`src/rtl/a0trace_pkg.sv`:
```
// Shared defaults and the trace record layout for the a0 capture stage.
package a0trace_pkg;

  localparam int unsigned A0T_DATA_WIDTH = 32;
  localparam int unsigned A0T_DEPTH      = 8;
  localparam int unsigned A0T_TS_WIDTH   = 16;
  localparam int unsigned A0T_DROP_WIDTH = 8;

  typedef struct packed {
    logic [A0T_DATA_WIDTH-1:0] value;
    logic [A0T_TS_WIDTH-1:0]   ts;
  } trace_entry_t;

endpackage

```
`src/rtl/sync_fifo.sv`:
```
// Single-clock FIFO with wrap-bit pointers and a combinational head.
module sync_fifo #(
  parameter int unsigned WIDTH = 48,
  parameter int unsigned DEPTH = 8
) (
  input  logic                     clk,
  input  logic                     rst,
  input  logic                     push,
  input  logic                     pop,
  input  logic [WIDTH-1:0]         wdata,
  output logic [WIDTH-1:0]         rdata,
  output logic [$clog2(DEPTH):0]   level,
  output logic                     full,
  output logic                     empty
);

  localparam int unsigned AW = $clog2(DEPTH);
  localparam logic [AW:0] PTR_ONE    = (AW+1)'(1);
  localparam logic [AW:0] FULL_LEVEL = (AW+1)'(DEPTH);

  logic [WIDTH-1:0] mem_q [DEPTH];
  logic [AW:0]      wptr_q, wptr_d;
  logic [AW:0]      rptr_q, rptr_d;
  logic             do_push, do_pop;

  // A push into a full FIFO is only legal when the head leaves the same cycle.
  always_comb begin
    level   = wptr_q - rptr_q;
    full    = (level == FULL_LEVEL);
    empty   = (level == '0);
    do_pop  = pop && !empty;
    do_push = push && (!full || do_pop);
    wptr_d  = do_push ? wptr_q + PTR_ONE : wptr_q;
    rptr_d  = do_pop  ? rptr_q + PTR_ONE : rptr_q;
    rdata   = mem_q[rptr_q[AW-1:0]];
  end

  always_ff @(posedge clk or negedge rst) begin
    if (!rst) begin
      wptr_q <= '0;
      rptr_q <= '0;
    end else begin
      wptr_q <= wptr_d;
      rptr_q <= rptr_d;
    end
  end

  always_ff @(posedge clk) begin
    if (do_push) mem_q[wptr_q[AW-1:0]] <= wdata;
  end

endmodule

```
`src/rtl/a0_trace.sv`:
```
// Captures a0 value changes with a cycle timestamp and streams them out of a FIFO.
module a0_trace
  import a0trace_pkg::*;
#(
  parameter int unsigned DATA_WIDTH = A0T_DATA_WIDTH,
  parameter int unsigned DEPTH      = A0T_DEPTH,
  parameter int unsigned TS_WIDTH   = A0T_TS_WIDTH,
  parameter int unsigned DROP_WIDTH = A0T_DROP_WIDTH
) (
  input  logic                    clk,
  input  logic                    rst,
  input  logic [DATA_WIDTH-1:0]   a0,
  input  logic                    enable,
  input  logic                    clear,
  output logic                    out_valid,
  input  logic                    out_ready,
  output logic [DATA_WIDTH-1:0]   out_data,
  output logic [TS_WIDTH-1:0]     out_ts,
  output logic [$clog2(DEPTH):0]  level,
  output logic [DROP_WIDTH-1:0]   dropped,
  output logic                    overflow
);

  typedef struct packed {
    logic [DATA_WIDTH-1:0] value;
    logic [TS_WIDTH-1:0]   ts;
  } entry_t;

  logic [TS_WIDTH-1:0]   ts_q, ts_d;
  logic                  primed_q, primed_d;
  logic [DATA_WIDTH-1:0] last_q, last_d;
  logic [DROP_WIDTH-1:0] dropped_q, dropped_d;
  logic                  overflow_q, overflow_d;
  logic                  evt, push, pop, drop, full, empty;
  entry_t                wentry, rentry;

  // last_q follows every enabled sample, dropped or not, so a lost value is never re-reported.
  always_comb begin
    evt        = enable && (!primed_q || (a0 != last_q));
    pop        = !empty && out_ready;
    push       = evt && (!full || pop);
    drop       = evt && full && !pop;
    ts_d       = ts_q + TS_WIDTH'(1);
    primed_d   = enable ? 1'b1 : primed_q;
    last_d     = enable ? a0 : last_q;
    dropped_d  = dropped_q;
    overflow_d = overflow_q;
    if (clear) begin
      dropped_d  = '0;
      overflow_d = 1'b0;
    end else if (drop) begin
      overflow_d = 1'b1;
      if (dropped_q != '1) dropped_d = dropped_q + DROP_WIDTH'(1);
    end
    wentry.value = a0;
    wentry.ts    = ts_q;
  end

  always_ff @(posedge clk or negedge rst) begin
    if (!rst) begin
      ts_q       <= '0;
      primed_q   <= 1'b0;
      last_q     <= '0;
      dropped_q  <= '0;
      overflow_q <= 1'b0;
    end else begin
      ts_q       <= ts_d;
      primed_q   <= primed_d;
      last_q     <= last_d;
      dropped_q  <= dropped_d;
      overflow_q <= overflow_d;
    end
  end

  sync_fifo #(
    .WIDTH (DATA_WIDTH + TS_WIDTH),
    .DEPTH (DEPTH)
  ) u_fifo (
    .clk   (clk),
    .rst   (rst),
    .push  (push),
    .pop   (pop),
    .wdata (wentry),
    .rdata (rentry),
    .level (level),
    .full  (full),
    .empty (empty)
  );

  assign out_valid = !empty;
  assign out_data  = rentry.value;
  assign out_ts    = rentry.ts;
  assign dropped   = dropped_q;
  assign overflow  = overflow_q;

endmodule

```
`config.mk`:
```
export PLATFORM = sky130hd
export DESIGN_NAME = a0_trace
export DESIGN_NICKNAME = d
export VERILOG_FILES = /design/src/rtl/a0trace_pkg.sv /design/src/rtl/sync_fifo.sv /design/src/rtl/a0_trace.sv
export SDC_FILE = /design/constraint.sdc
export NUM_CORES = 1
export LEC_CHECK = 0
export CORE_MARGIN = 5
export CORE_UTILIZATION = 25
export DETAILED_ROUTE_END_ITERATION = 12
export GPL_TIMING_DRIVEN = 0
export HOLD_SLACK_MARGIN = 0.12
export MAX_ROUTING_LAYER = met4
export PLACE_DENSITY_LB_ADDON = 0.3
export SYNTH_ARGS = -nofsm -noshare
export SYNTH_HDL_FRONTEND = slang
export SYNTH_SLANG_ARGS = --single-unit
```
`constraint.sdc`:
```
create_clock -name clk -period 15.4 [get_ports clk]
set_clock_uncertainty 0.2 [all_clocks]
set_input_delay 1.54 -clock clk [delete_from_list [all_inputs] [get_ports clk]]
set_output_delay 1.54 -clock clk [all_outputs]
set_load 0.05 [all_outputs]
```
=== Yosys cells after proc, flatten, opt, wreduce, memory -nomap -nowiden ===
Memory sizes are Yosys's and may differ from the RTL's.
Index checks and enable logic that the tools add are counted.

* Register bits: 66
* Logic and storage cells: 41
* Memories: 1
* Bits of input ports: 37
* Bits in writable memories: 384

{| class="wikitable"
|+ Memories
! memory !! words !! width !! rd ports !! clocked after Yosys merged registers in !! wr ports !! RTL line !! source
|-
| u_fifo.mem_q || 8 || 48 || 1 || 0 || 1 || sync_fifo.sv:21 || <nowiki>logic [WIDTH-1:0] mem_q [DEPTH];</nowiki>
|}

* Multiplexer cells: 7
* Reductions and logical operators: 18
* Add/sub/neg operators: 5
* Eq/ne operators: 3

{| class="wikitable"
|+ Operators with widths
! operator !! number
|-
| $ne 32x32->1 || 1
|-
| $mux 8 || 3
|-
| $add 16x1->16 const B || 1
|-
| $add 4x1->4 const B || 2
|-
| $add 8x1->8 const B || 1
|-
| $ne 8x8->1 const B || 1
|-
| $logic_and 1x1->1 || 7
|-
| $eq 4x4->1 const B || 1
|-
| $logic_not 1->1 || 4
|-
| $logic_not 4->1 || 1
|-
| $mux 1 || 4
|-
| $reduce_bool 2->1 || 2
|-
| $sub 4x4->4 || 1
|-
| $logic_or 1x1->1 || 3
|-
| $reduce_and 2->1 || 1
|}

=== Depth between registers and ports, before layout ===
Gate-level depths: netlist of run 1.

* Depth in word-level cells: 9
* Depth in mapped cells: 11
* Depth with buffers taken out: 10

=== Hierarchy ===
Synthesis of run 1 repeated with hierarchy kept, for this count alone.

* Cell total of the unflattened synthesis: 951
* Area, all modules: 17720.7 µm²

{| class="wikitable"
|+ Modules (own cells, without submodules)
! module !! times used !! cells each !! area an instance (µm²)
|-
| sync_fifo || 1 || 718 || 14951.8
|-
| a0_trace || 1 || 233 || 2768.9
|}

=== Least setup slack after synthesis of run 1 ===
OpenSTA, ideal clock, no wires.

* Path kind: register -> register
* Start: register u_fifo.rptr_q[1]
* End: memory u_fifo.mem_q[0][0], enable pin
* Data arrival time: 7.814 ns
* Setup time: 0.573 ns
* Setup slack: 6.812 ns
* Clock period less this slack: 8.588 ns
* Data required time: 14.627 ns
* Cell stages (with the launch flop): 11
* Path buffers: 3
* Cells stage by stage: dfrtp_1 > clkbuf_1 > clkbuf_1 > clkbuf_1 > inv_1 > fa_1 > xor2_1 > nor4_1 > a21bo_4 > nand3_2 > nor4_1

* Word-level cells in the longest chain between the ends: 9
* Elaborated cells between the ends (all ways): 13
* Classes of those cells: 1 x add/sub; 1 x eq/ne; 2 x mux; 9 x reduce/logical

{| class="wikitable"
|+ Ends and longest elaborated chain
! element !! RTL line !! source
|-
| start, declared || sync_fifo.sv:23 || <nowiki>logic [AW:0] rptr_q, rptr_d;</nowiki>
|-
| start signal, assigned || sync_fifo.sv:44 || <nowiki>rptr_q <= rptr_d;</nowiki>
|-
| $sub 4x4->4 * || sync_fifo.sv:28 || <nowiki>level = wptr_q - rptr_q;</nowiki>
|-
| net level[2] || a0_trace.sv:19 || <nowiki>output logic [$clog2(DEPTH):0] level,</nowiki>
|-
| $logic_not 4->1 || sync_fifo.sv:30 || <nowiki>empty = (level == '0);</nowiki>
|-
| $logic_not 1->1 || sync_fifo.sv:31, a0_trace.sv:40 ||
|-
| $logic_and 1x1->1 || a0_trace.sv:40 || <nowiki>pop = !empty && out_ready;</nowiki>
|-
| $logic_or 1x1->1 / $logic_and 1x1->1 (equally long branches) || a0_trace.sv:41, sync_fifo.sv:31 ||
|-
| $logic_and 1x1->1 / $logic_or 1x1->1 (equally long branches) || a0_trace.sv:41, sync_fifo.sv:32 ||
|-
| $logic_and 1x1->1 * || sync_fifo.sv:32 || <nowiki>do_push = push && (!full || do_pop);</nowiki>
|-
| $mux 1 * || sync_fifo.sv:49 || <nowiki>if (do_push) mem_q[wptr_q[AW-1:0]] <= wdata;</nowiki>
|-
| $mux 1 (not written as such) * || sync_fifo.sv:49 ||
|-
| end, declared || sync_fifo.sv:21 ||
|}

The timed path passes the listed nets; every way through them passes the cells marked *.

=== Worst setup path in the final report of run 1 ===
* Start: register u_fifo.rptr_q[1]
* End: output port out_valid

* Word-level cells in the longest chain between the ends: 3

{| class="wikitable"
|+ Ends and longest elaborated chain
! element !! RTL line !! source
|-
| $sub 4x4->4 || sync_fifo.sv:28 ||
|-
| $logic_not 4->1 || sync_fifo.sv:30 ||
|-
| $logic_not 1->1 || a0_trace.sv:90 || <nowiki>assign out_valid = !empty;</nowiki>
|-
| end, declared || a0_trace.sv:15 || <nowiki>output logic out_valid,</nowiki>
|}

Every way passes these cells.

==> key figures, run 1 <==
Status
  • Status: finished clean

Clock tree
  • H-tree levels: 2
  • CTS clk-pin slew, worst paths: approximately 0.060 ns
  • Clock Path Buffers: 3
  • Post-CTS Setup Bufs: 0
  • Total CTS buffers: 48
  • Worst skew pair latency: between 0.5 and 0.6 ns
  • Post-cts sizing count: 0
  • Clk sink count: 450
  • Cts hold-fix bufs: 0
  • CTS tree: done
  • Root Buffer: clkbuf_16

Drt
  • Drt total wl: 42500 um
  • DRC viols: 0
  • Vias: just over 9k
  • DR WL/cell: between 15 and 20 um
  • 1st-pass router iterations: 5
  • Antenna-violating nets left: 0
  • DRT iter0 DRCs: around 650
  • Drt via density: around 4.3

Critical path
  • Crit. End Element: output port
  • Crit-path cells: clkbuf_1, clkbuf_1, clkbuf_1, inv_1, ha_1, nor2b_1, o21a_1, o21ai_0, nand3_1, clkdlybuf4s50_1
  • CP startpoint: u_fifo.rptr_q[1]$_DFFE_PN0P_
  • CP Class: reg -> out
  • CP max-delay cell: clkdlybuf4s50_1
  • Worst path max stage delay: approximately 0.75 ns
  • Worst Path Arrival: 5.12 ns
  • Startpoint Class: register
  • Critical R2R Launch: u_fifo.rptr_q[1]$_DFFE_PN0P_
  • CP dominant cell by count: clkbuf_1
  • Crit Path Max Fanout: 10
  • Crit path required time: 13.66 ns

Global route
  • Largest net degree at the start of global routing: between 60 and 70
  • Number of global-route vias before repair: about 9.6k
  • Total GRT Usage: 0.112
  • Initial antenna violation count: 3
  • Gr ovfl total: 0
  • First-pass GRT wire length: 63900 um

Min path
  • Min-delay src: u_fifo.wptr_q[3]$_DFFE_PN0P_
  • Min-Delay Path Class: reg -> reg

Placed design
  • Port bufs: 98
  • Dpl cell area: around 0.020 mm^2
  • HPWL Detailed: slightly below 30000 um
  • RD Place Congestion: 0.714

Synth
  • Netlist Area Pre-Place: between 0.015 and 0.02 mm^2
  • Syn Area/Cell: 18.6 um^2
  • Top cells by area, synth: edfxtp_1 (65%), mux4_2 (12%), dfrtp_1 (9.3%)
  • Synthesis-stage register bit count: 450
  • Register area share after synthesis: 0.742
  • Post-synth EDFFs: about 380
  • Post-synth cell types: 40
  • Yosys top cell by area: edfxtp_1
  • Yosys top cell area share: 0.649
  • Syn nets: around 1.0k
  • Post-synth top flop: edfxtp_1
  • Cell count after synthesis: 956
  • Asr flop ratio synth: 0.147
  • Synthesis Warnings: 0

Final layout
  • Fill cells: approximately 6.8k
  • Area of the multi-input gates: approximately 0.0044 mm^2
  • Area grow syn2layout: 24.0%
  • Reg area: between 0.01 and 0.015 mm^2
  • Post-route design area: about 0.022 mm^2
  • Layout cell share with drive strength beyond 1: 0.243
  • Post-layout util: 0.314
  • Nets: approximately 1.2k

Timing
  • RSZ-0062 raised after global routing: false
  • Tcrit/Tclk final: 0.446
  • Tmin final: roughly 7 ns
  • Fmax: 0.146 GHz
  • Slew Limit Fails: 0
  • Max-slew headroom: 0.376
  • Worst-margin pin slew: about 0.93 ns
  • Setup TNS: 0 ns
  • Final setup viols: 0
  • Final hold violation count: 0

Job
  • MaxCap Viol Count: 0

Power
  • Cell Pwr Density: 200 mW/mm^2
  • Static leakage: roughly 0.0075 uW
  • Worst VDD drop: ~0.00017 V

Die
  • Row count: a little under 100
  • Die width: between 200 and 300 um
  • IO Count: 99
  • Core Box Area: ~0.07 mm^2
  • Die H: 277 um
  • Initial core utilization: 0.253
  • Die footprint: between 0.07 and 0.08 mm^2
registers in the layout, indices dropped and copies added, names as in the netlist:
signal / cells
last_q: 32
overflow: 1
u_fifo.wptr_q: 4
u_fifo.mem_q: 384
primed_q: 1
u_fifo.rptr_q: 4
ts_q: 16
dropped: 8
Yosys cell counts, types with 2 or more instances:
cell type / n
and3_1: 3
nand2_1: 162
xnor2_1: 45
and4_1: 2
mux2_2: 38
dfrtp_1: 66
nor2_1: 13
or4_1: 3
nor4_1: 8
nand4_1: 20
ha_1: 7
buf_2: 10
nor3_1: 5
xor2_1: 9
inv_1: 11
nor2b_1: 7
or2_2: 3
mux4_2: 96
o21ai_0: 3
clkbuf_1: 25
nand3_1: 14
buf_1: 5
edfxtp_1: 384
power breakdown:
part | total, uW | internal [uW] | leakage, uW | switching (uW)
Sequential | 1550 | 1500 | 0.00436 | 42.9
Combinational | 1730 | 624 | 0.00240 | 1110
Clock | 1130 | 661 | 0.000761 | 470
layout by cell type (no fill, tap or decap), drive strengths merged, types with 20 or more instances in the layout:
master         instances
xnor2                 45
buf                   74
edfxtp               384
clkbuf                96
clkdlybuf4s50         97
nand4                 20
mux2                  39
mux4                  96
dfrtp                 66
nand2                162
worst paths after layout:
check                           slack (ns)  cells after the start                      endpoint
worst min-delay path                  0.31                      1  u_fifo.wptr_q[3]$_DFFE_PN0P_
worst max register to register        9.30                     15  u_fifo.mem_q[2][5]$_DFFE_PP_
worst max-delay path                  8.54                     10                     out_valid
worst min register to register        0.31                      1  u_fifo.wptr_q[3]$_DFFE_PN0P_
max in group asynchronous            13.87                      2             ts_q[4]$_DFF_PN0_
min in group asynchronous             0.58                      1          overflow$_DFFE_PN0P_
cells by family after synthesis:
| kind of cell | after synthesis | synth area share |
|---|---|---|
| DFF | 450 | 0.742 |
| and+or+nand+nor | 247 | 0.0624 |
| muxes | 136 | 0.147 |
| xor gates and xnor gates | 54 | 0.0266 |
| buffers and inverters | 51 | 0.0115 |
| AOI/OAI and AO/OA | 10 | 0.00458 |
| adders and majority gates | 8 | 0.00605 |
per-layer routing:
metal	GRT usage	vias up	wire [um]
li1	-	4124	-
met1	0.152	4778	19500
met2	0.175	192	20100
met3	0.0246	52	2240
met4	0.0265	0	666
met5	-	-	0
cell type report:
| cell class | count | area share |
|---|---|---|
| sequential | 450 | 0.598 |
| multi-input combinational | 455 | 0.201 |
| timing repair buffer | 156 | 0.0670 |
| clock buffer | 71 | 0.0612 |
| tap | 940 | 0.0534 |
| clock inverter | 19 | 0.00943 |
| buffer | 40 | 0.00738 |
| inverter | 11 | 0.00199 |
| antenna | 3 | 0.000341 |
metrics by stage:
step,hold WS [ns],worst slack [ns],power [uW],std cells
after global placement,0.280,0.691,3330,1994
after global routing,0.315,8.25,4630,2145
after CTS,0.307,8.46,4500,2142
after detailed placement,0.292,9.10,3350,2052
after floorplan,0.263,6.81,2710,956
final,0.305,8.54,4410,2145
worst max-delay path, delay by kind of cell (launching register included):
family	cells	cell delay, ns
AOI/OAI and AO/OA	2	0.64
adders and majority gates	1	0.33
buffers and inverters	5	2.88
DFF	1	0.35
and+or+nand+nor	2	0.33
Power figures use the tool's default switching activity.
==> inputs of run 2 (changes only) <==
==> constraint.sdc (replaced) <==
create_clock -name clk -period 5.8 [get_ports clk]
set_clock_uncertainty 0.2 [all_clocks]
set_input_delay 0.58 -clock clk [delete_from_list [all_inputs] [get_ports clk]]
set_output_delay 0.58 -clock clk [all_outputs]
set_load 0.05 [all_outputs]
==> run 2 against run 1 <==
  * Highest routed layer unchanged
  * Clock power increased to 2.6 times the previous value
  * Non-clock buffer count shrank 15
  * Critical path depth did not move
  * Largest power group unchanged
  * Worst setup slack worse by 8.0 ns
  * Core utilization increased by 0.094 points
  * Global-route usage rose by 0.18 points
  * Sequential power rose to 2.6 times the previous value
  * Power rose to 2.7 times the previous value
==> key figures, run 2 (synthesis results as in run 1) <==
Global route
  • Number of global-route vias before repair: 9612
  • Total GRT Usage: 0.114
  • Initial antenna violation count: 6
  • Largest net degree at the start of global routing: 58
  • First-pass GRT wire length: about 64000 um
  • Gr ovfl total: 0

Die
  • Die H: roughly 280 um
  • Initial core utilization: 0.253
  • IO Count: 99
  • Core Box Area: about 0.070 mm^2
  • Die footprint: 0.0765 mm^2
  • Row count: 97
  • Die width: between 200 and 300 um

Timing
  • RSZ-0062 raised after global routing: false
  • Setup ws final: roughly 0.51 ns
  • Worst-margin pin slew: 0.944 ns
  • Final hold violation count: 0
  • Slew Limit Fails: 0
  • Final setup viols: 0
  • Tmin final: ~5.3 ns
  • Setup TNS: 0 ns
  • Tcrit/Tclk final: 0.911
  • Fmax: 0.189 GHz
  • Max-slew headroom: 0.371

Drt
  • DR WL/cell: between 20 and 25 um
  • Drt total wl: 43000 um
  • Antenna-violating nets left: 0
  • DRC viols: 0
  • DRT iter0 DRCs: ~600
  • Drt via density: about 4.3
  • 1st-pass router iterations: 4
  • Vias: between 9k and 10k

Critical path
  • Startpoint Class: register
  • CP max-delay cell: clkdlybuf4s50_1
  • Delay-heaviest family, CP: buffers and inverters
  • Crit Path Max Fanout: 10
  • Crit-path cells: clkbuf_2, clkbuf_2, clkbuf_1, inv_1, ha_1, nor2b_1, o21a_1, o21ai_0, nand2_1, clkdlybuf4s50_1
  • Crit path required time: 5.02 ns
  • Worst path max stage delay: around 0.75 ns
  • Worst Path Arrival: 4.51 ns
  • CP dominant cell by count: clkbuf_2
  • Crit path buffers/inverters: 5
  • CP Class: reg -> out
  • CP startpoint: u_fifo.rptr_q[1]$_DFFE_PN0P_
  • Crit. End Element: output port
  • Critical R2R Launch: u_fifo.rptr_q[1]$_DFFE_PN0P_

Clock tree
  • CTS tree: done
  • H-tree levels: 2
  • Clk sink count: 450
  • Root Buffer: clkbuf_16
  • Total CTS buffers: between 40 and 50
  • Worst skew pair latency: between 0.5 and 0.6 ns
  • Clock Path Buffers: 3
  • CTS clk-pin slew, worst paths: 0.06 ns

Power
  • Static leakage: 0.00746 uW
  • Worst VDD drop: between 0.0004 and 0.0005 V
  • Pwr Total: between 10000 and 15000 uW
  • Cell Pwr Density: 531 mW/mm^2

Job
  • MaxCap Viol Count: 0

Final layout
  • Post-route design area: ~0.022 mm^2
  • Layout cell share with drive strength beyond 1: 0.227
  • Post-layout util: 0.314
  • Area grow syn2layout: 24.3%
  • Nets: about 1.2k
  • Max reg flops: around 380
  • Leading cell types in the layout, fill and taps excluded: edfxtp_1 (384), nand2_1 (162), clkdlybuf4s50_1 (97), mux4_2 (96), dfrtp_1 (66)
  • Most common library cell in the layout ignoring fill and taps: edfxtp_1

Status
  • Status: finished clean

Min path
  • Min-Delay Path Class: in -> async

Placed design
  • Pre-CTS WS: -0.414 ns
  • HPWL Detailed: between 20000 and 30000 um
  • RD Place Congestion: between 0.7 and 0.8
  • Dpl cell area: approximately 0.020 mm^2
  • Port bufs: about 100
-- run 2: cell types whose count changed in the layout (fill, tap and decap cells not counted), moves of 4 or more --
cell      before  now
nor4_4         0    6
buf_6         11   15
buf_8          0   13
clkinv_2       8    3
buf_4         47   12
clkinv_1       2    7
nor4_2         6    0
-- run 2: cell type report --
type	count	area (um^2)
diodes	6	15.0
plain buffers	40	165
clock buffers	73	1350
clock inverters	17	164
fillers	6857	48200
inverters	11	43.8
multi-input cells	455	4490
flip-flops and latches	450	13200
well taps	940	1180
repair buffers	141	1520
-- run 2: layer usage --
layer	share of wire	vias to the layer above	global-route usage
met2	0.47	193	0.177
met3	0.054	59	0.0285
li1	-	4117	-
met4	0.018	0	0.0270
met5	0	-	-
met1	0.46	4767	0.153
-- run 2: timing repair --
| item | 4_1_cts | 5_1_grt |
|---|---|---|
| endpoints found under the setup margin | 245 | 90 |
| pin swaps | 3 | 0 |
| setup buffers | 11 | 0 |
| resized for setup | 1 | 2 |
| endpoints found under the hold margin | 66 | 0 |
| hold buffers | 1 | 0 |
-- run 2: final timing paths --
kind,slack (ns),to,cells past startpoint
max,0.51,level[3],10
min,0.19,dropped[5]$_DFFE_PN0P_,2
max reg2reg,0.51,u_fifo.mem_q[3][18]$_DFFE_PP_,14
min reg2reg,0.29,u_fifo.rptr_q[3]$_DFFE_PN0P_,1
max in group asynchronous,4.64,ts_q[4]$_DFF_PN0_,3
min in group clk,0.29,u_fifo.rptr_q[3]$_DFFE_PN0P_,1
-- run 2: through the flow --
step,std cells,hold slack [ns]
2_1_floorplan,956,0.0844
5_1_grt,2133,0.188
4_1_cts,2127,0.167
3_5_place_dp,2025,0.239
3_3_place_gp,1994,0.282
6_report,2133,0.193
-- run 2: power breakdown --
group | internal, uW | switching, uW | leakage [uW]
clock | 1730 | 1230 | 0.000725
sequential | 3990 | 116 | 0.00436
combinational | 1680 | 2990 | 0.00238
total | 7400 | 4340 | 0.00746
